[config.mk]
export PLATFORM = sky130hd
export DESIGN_NAME = vga_timing_gen
export DESIGN_NICKNAME = d
export VERILOG_FILES = /design/src/rtl/vga_timing_pkg.sv /design/src/rtl/raster_axis_ctr.sv /design/src/rtl/vga_timing_gen.sv
export SDC_FILE = /design/constraint.sdc
export NUM_CORES = 1
export LEC_CHECK = 0
export BUFFER_PORTS_ARGS = -buffer_cell sky130_fd_sc_hd__buf_2
export CORE_ASPECT_RATIO = 0.7
export CORE_MARGIN = 1
export CORE_UTILIZATION = 49
export CTS_CLUSTER_SIZE = 10
export DETAILED_ROUTE_END_ITERATION = 16
export PLACE_DENSITY = 0.75
export SYNTH_ARGS = -nofsm -noshare
export SYNTH_HDL_FRONTEND = slang
export SYNTH_SLANG_ARGS = --single-unit
[constraint.sdc]
create_clock -name clk_25mhz -period 2.9 [get_ports clk_25mhz]
set_clock_uncertainty 0.2 [all_clocks]
set_input_delay 0.58 -clock clk_25mhz [delete_from_list [all_inputs] [get_ports clk_25mhz]]
set_output_delay 0.58 -clock clk_25mhz [all_outputs]
set_load 0.005 [all_outputs]
[src/rtl/vga_timing_pkg.sv]
// Shared constants for the VGA raster generator: the 640x480@60 timing set
// and the helper that derives the total line/frame length from its regions.
package vga_timing_pkg;

    localparam int H_SYNC_DEF = 96;
    localparam int H_BP_DEF   = 48;
    localparam int H_ACT_DEF  = 640;
    localparam int H_FP_DEF   = 16;
    localparam int V_SYNC_DEF = 2;
    localparam int V_BP_DEF   = 33;
    localparam int V_ACT_DEF  = 480;
    localparam int V_FP_DEF   = 10;
    localparam logic HS_POL_DEF = 1'b0;
    localparam logic VS_POL_DEF = 1'b0;
    localparam int CW_DEF       = 10;

    function automatic int axis_total(int sync, int bp, int act, int fp);
        return sync + bp + act + fp;
    endfunction

    localparam int H_TOT_DEF = axis_total(H_SYNC_DEF, H_BP_DEF, H_ACT_DEF, H_FP_DEF);
    localparam int V_TOT_DEF = axis_total(V_SYNC_DEF, V_BP_DEF, V_ACT_DEF, V_FP_DEF);

endpackage

[src/rtl/raster_axis_ctr.sv]
// One raster axis: wrapping position counter plus registered sync/active/coordinate
// decodes taken from the next count so they line up with the counter itself.
module raster_axis_ctr
    import vga_timing_pkg::*;
#(
    parameter int   SYNC = 96,
    parameter int   BP   = 48,
    parameter int   ACT  = 640,
    parameter int   FP   = 16,
    parameter logic POL  = 1'b0,
    parameter int   CW   = 10
) (
    input  logic          clk_25mhz,
    input  logic          rst,
    input  logic          adv,
    output logic [CW-1:0] cnt,
    output logic          sync,
    output logic          in_act,
    output logic [CW-1:0] coord,
    output logic          wrap
);

    localparam int TOT = axis_total(SYNC, BP, ACT, FP);
    localparam logic [CW-1:0] LAST     = CW'(TOT - 1);
    localparam logic [CW-1:0] SYNC_END = CW'(SYNC);
    localparam logic [CW-1:0] ACT_BEG  = CW'(SYNC + BP);
    // FP >= 1 keeps this end bound at or below TOT-1, so it always fits in CW bits.
    localparam logic [CW-1:0] ACT_END  = CW'(SYNC + BP + ACT);

    logic [CW-1:0] cnt_nxt;
    logic          act_nxt;

    assign wrap = adv && (cnt == LAST);

    always_comb begin
        cnt_nxt = cnt;
        if (wrap) begin
            cnt_nxt = '0;
        end else if (adv) begin
            cnt_nxt = cnt + 1'b1;
        end
    end

    assign act_nxt = (cnt_nxt >= ACT_BEG) && (cnt_nxt < ACT_END);

    always_ff @(posedge clk_25mhz) begin
        if (rst) begin
            cnt    <= '0;
            sync   <= POL;
            in_act <= 1'b0;
            coord  <= '0;
        end else begin
            cnt    <= cnt_nxt;
            sync   <= (cnt_nxt < SYNC_END) ? POL : ~POL;
            in_act <= act_nxt;
            coord  <= act_nxt ? (cnt_nxt - ACT_BEG) : '0;
        end
    end

endmodule

[src/rtl/vga_timing_gen.sv]
// VGA raster timing generator: horizontal axis runs every pixel clock, vertical axis
// steps on each horizontal wrap; strobes are registered from the wrap conditions.
module vga_timing_gen
    import vga_timing_pkg::*;
#(
    parameter int   H_SYNC = H_SYNC_DEF,
    parameter int   H_BP   = H_BP_DEF,
    parameter int   H_ACT  = H_ACT_DEF,
    parameter int   H_FP   = H_FP_DEF,
    parameter int   V_SYNC = V_SYNC_DEF,
    parameter int   V_BP   = V_BP_DEF,
    parameter int   V_ACT  = V_ACT_DEF,
    parameter int   V_FP   = V_FP_DEF,
    parameter logic HS_POL = HS_POL_DEF,
    parameter logic VS_POL = VS_POL_DEF,
    parameter int   CW     = CW_DEF
) (
    input  logic          clk_25mhz,
    input  logic          rst,
    output logic          hsync,
    output logic          vsync,
    output logic          hsync_pulse,
    output logic          vsync_pulse,
    output logic [CW-1:0] x,
    output logic [CW-1:0] y,
    output logic          active,
    output logic [CW-1:0] px,
    output logic [CW-1:0] py
);

    logic          h_in_act, v_in_act;
    logic [CW-1:0] h_coord, v_coord;
    logic          h_wrap, v_wrap;

    raster_axis_ctr #(
        .SYNC(H_SYNC), .BP(H_BP), .ACT(H_ACT), .FP(H_FP), .POL(HS_POL), .CW(CW)
    ) u_h_axis (
        .clk_25mhz (clk_25mhz),
        .rst       (rst),
        .adv       (1'b1),
        .cnt       (x),
        .sync      (hsync),
        .in_act    (h_in_act),
        .coord     (h_coord),
        .wrap      (h_wrap)
    );

    raster_axis_ctr #(
        .SYNC(V_SYNC), .BP(V_BP), .ACT(V_ACT), .FP(V_FP), .POL(VS_POL), .CW(CW)
    ) u_v_axis (
        .clk_25mhz (clk_25mhz),
        .rst       (rst),
        .adv       (h_wrap),
        .cnt       (y),
        .sync      (vsync),
        .in_act    (v_in_act),
        .coord     (v_coord),
        .wrap      (v_wrap)
    );

    // v_wrap already implies h_wrap, so the frame strobe always lands with a line strobe.
    always_ff @(posedge clk_25mhz) begin
        if (rst) begin
            hsync_pulse <= 1'b0;
            vsync_pulse <= 1'b0;
        end else begin
            hsync_pulse <= h_wrap;
            vsync_pulse <= v_wrap;
        end
    end

    assign active = h_in_act & v_in_act;
    assign px     = active ? h_coord : '0;
    assign py     = active ? v_coord : '0;

endmodule

==> qor.yml <==
outcome:
  status: "finished, violations left"
  violations: "design-rule violations, negative setup slack"
yosys:
  synth_top_area_share_pct: 39.8
  avgSynthCellArea_um2: 8.64
  yosysMostFrequentCell: "dfxtp_1"
  yosysTopAreaCell: "dfxtp_1"
  synth.top_cells.by_count: "dfxtp_1 (46), nor2_1 (32), and3_1 (23)"
  synth_warnings: 0
  synth.area.top_cells: "dfxtp_1 (40%), and3_1 (6.2%), nor2_1 (5.2%), xnor2_1 (4.5%), ha_1 (3.8%)"
  synth_edf_count: 0
  async_flop_share_pct: 0
  synthCells: 268
  syn_area_um2: 2320
  yosysSeqAreaShare_pct: 39.8
  ys_seq_elements: 46
  synth_flop_cell: "dfxtp_1"
  syn-num-nets: 277
  yosysUniqueCellTypes: 55
setup_path:
  r2r_slack_ns: -0.05
  crit_slowest_cell: "and4_1"
  end_kind: "register"
  worstRegToRegCells: 9
  cpPeakStageDelay_ns: 0.50
  path_class: "register to register"
  r2r-start: "u_v_axis.cnt[8]$_SDFF_PP0_"
  start_kind: "register"
  critical_path_buf_inv_count: 1
  required_ns: 2.90
  reg2reg_to: "u_v_axis.coord[2]$_SDFF_PP0_"
  cp.arrival_ns: 2.94
  path_max_fanout: 7
  path_cells: "nor4b_1 > and4_1 > o22ai_2 > ha_4 > o31a_1 > nor2b_2 > a211o_1 > buf_6 > nor2_2"
  cp_top_family: "simple AND/OR/NAND/NOR gates"
clock_network:
  cts.sinks: 46
  htreeDepth: 2
  clock_path_buffers: 2
  clk_latency_ns: 0.30
  cts_tree: "done"
  cts_root_buf: "clkbuf_8"
  cts_buffers: 5
  clkTransAtPathRegs_ns: 0.08
cells_and_area:
  fillers: 350
  multi_input_area_um2: 1420
  area_delta_synth_final_pct: 35.5
  final_cells: 411
  final_cell_area_um2: 3140
  drive_gt1_share_pct: 40.4
  num_antenna_cells: 0
  ff_latch_area_um2: 926
  nets: 364
detailed_routing:
  ant_nets: 0
  m1WireLength_um: 3220
  routed.top_layer: "met4"
  drc: 11
  route.met2.wl_um: 2640
  post_drt_wl_per_cell_um: 15.6
  dr_wl_met3_um: 503
  drtIter0Drc: 240
  viasPerCell: 5.62
  firstDrtPassIters: 10
  drt_wl_total_um: 6410
  via_count: 2310
worst_hold_path:
  whs_path_depth: 2
  hp-start: "u_h_axis.cnt[0]$_SDFF_PP0_"
  min_to: "u_h_axis.coord[0]$_SDFF_PP0_"
  hold_path_class: "register to register"
sta:
  slew_viol_final: 0
  relSlewSlack_pct: 54.7
  setup_viol_count_final: 11
  fin_crit_sh_pct: 102
  fmaxAchievable_mhz: 339
  tightest_slew_ns: 0.674
  period_needed_ns: 2.95
  final-hold-violation-count: 0
  rsz0062_at_grt: "yes"
  layout_setup_ws_ns: -0.0475
floorplan:
  dieArea_um2: 5010
  coreArea_um2: 4430
  fp.dieH_um: 59.5
  core.rowCount: 20
  die_x_um: 84.2
  pin_count: 47
  initial_core_util_pct: 52.3
pwr:
  finalPower_uw: 1130
  power_per_cell_area_nw_per_um2: 360
  peakVddDrop_uv: 183
  leakagePower_uw: 0.00152
placed_design:
  gp_congestion: 0.886
  hpwl_um: 4350
  io_buffers: 46
  placed_area_um2: 2820
  dp_cells: 389
job:
  maxCapViolCount: 0
global_routing:
  grt.total_usage_pct: 24.6
  antenna_found_initial: 0
  grt_pass1_vias: 1841
  gr-total-overflow: 0
  grt_pass1_wl_um: 9400
  grt_max_degree: 26
repair_timing:
action,CTS,global route
gates resized for setup,2,24
endpoints found under the hold margin,0,0
setup endpoints to repair,14,22
cloned,0,1
pin swaps,0,16
hold buffers,0,0
buffers inserted,1,12
metrics by stage:
step	setup TNS (ns)	hold WS, ns	utilization, %	worst slack (ns)
2_1_floorplan	0	0.295	-	0.00550
3_3_place_gp	0	0.367	63.8	0.0697
3_5_place_dp	-0.0412	0.361	63.8	-0.0245
4_1_cts	0	0.374	66.0	0.000676
5_1_grt	-1.26	0.395	70.8	-0.113
6_report	-0.370	0.382	70.8	-0.0475
worst max-delay path by stage:
stage | start | to | slack, ns | cells after the start
after floorplan | u_h_axis.cnt[0]$_SDFF_PP0_ | u_v_axis.coord[8]$_SDFF_PP0_ | 0.005 | 10
after global placement | u_h_axis.cnt[6]$_SDFF_PP0_ | u_v_axis.coord[3]$_SDFF_PP0_ | 0.07 | 8
after detailed placement | u_h_axis.cnt[6]$_SDFF_PP0_ | u_h_axis.coord[0]$_SDFF_PP0_ | -0.02 | 10
after CTS | u_h_axis.cnt[1]$_SDFF_PP0_ | u_h_axis.coord[0]$_SDFF_PP0_ | 0.0007 | 11
after global routing | u_h_axis.cnt[7]$_SDFF_PP0_ | u_v_axis.coord[3]$_SDFF_PP0_ | -0.11 | 9
final | u_v_axis.cnt[8]$_SDFF_PP0_ | u_v_axis.coord[2]$_SDFF_PP0_ | -0.05 | 9
layer usage:
layer | up-vias | GRT usage (%)
met5 | - | 0
met4 | 0 | 7.14
met3 | 8 | 5.15
met2 | 107 | 34.3
met1 | 1076 | 37.7
li1 | 1119 | -
final cells by class:
type | instances | area share (%)
clock inverter | 2 | 0.439
tap | 55 | 2.19
clock buffer | 6 | 2.31
sequential | 46 | 29.5
inverter | 11 | 1.32
multi-input combinational | 197 | 45.2
timing repair buffer | 94 | 19.1
registers in the layout, summed over array words and instances, names as in the netlist:
name and cells:
u_h_axis.in_act 1, vsync_pulse 1, u_v_axis.sync 1, u_v_axis.coord 10, u_h_axis.coord 10, u_v_axis.cnt 10, u_v_axis.in_act 1, hsync_pulse 1
u_h_axis.cnt 10, u_h_axis.sync 1
report_power, final:
group | total, uW | switching [uW] | internal [uW]
registers | 658 | 10.4 | 648
clock network | 387 | 217 | 170
logic | 85.0 | 48.2 | 36.7
total | 1130 | 275 | 855
tightest hold or removal path, delay by kind of cell (launching register included):
family | cells | cell delay, ns
DFF | 1 | 0.35
buffers and inverters | 1 | 0.15
and+or+nand+nor | 1 | 0.04
cell families (layout without fill, tap and decap cells):
group	Yosys count	in the layout	synth area share, %
AO/OA/AOI/OAI	40	41	12.5
flip-flops	46	46	39.8
XOR/XNOR	20	20	7.56
AND/OR/NAND/NOR	125	125	29.3
multiplexers	4	4	1.84
adder cells (fa/ha/maj)	7	7	3.78
buffers and inverters	26	113	5.19
placed cells by master (no fill, tap or decap), types with 3 or more instances in the layout:
| cell | instances |
|---|---|
| buf_2 | 46 |
| buf_4 | 46 |
| dfxtp_1 | 42 |
| nor2_1 | 27 |
| and3_1 | 23 |
| nand2_1 | 15 |
| nor2_2 | 13 |
| xnor2_1 | 12 |
| inv_1 | 11 |
| xor2_1 | 8 |
| nand3_1 | 6 |
| nor3_1 | 6 |
| a21oi_1 | 6 |
| clkbuf_8 | 5 |
| nand4_1 | 4 |
| o21ai_0 | 4 |
| nor4_1 | 4 |
| o31a_1 | 4 |
| ha_1 | 4 |
| dfxtp_2 | 4 |
| nand2b_1 | 3 |
| and4_1 | 3 |
| nor2b_1 | 3 |
No activity file was read; power rests on OpenSTA's default activity.
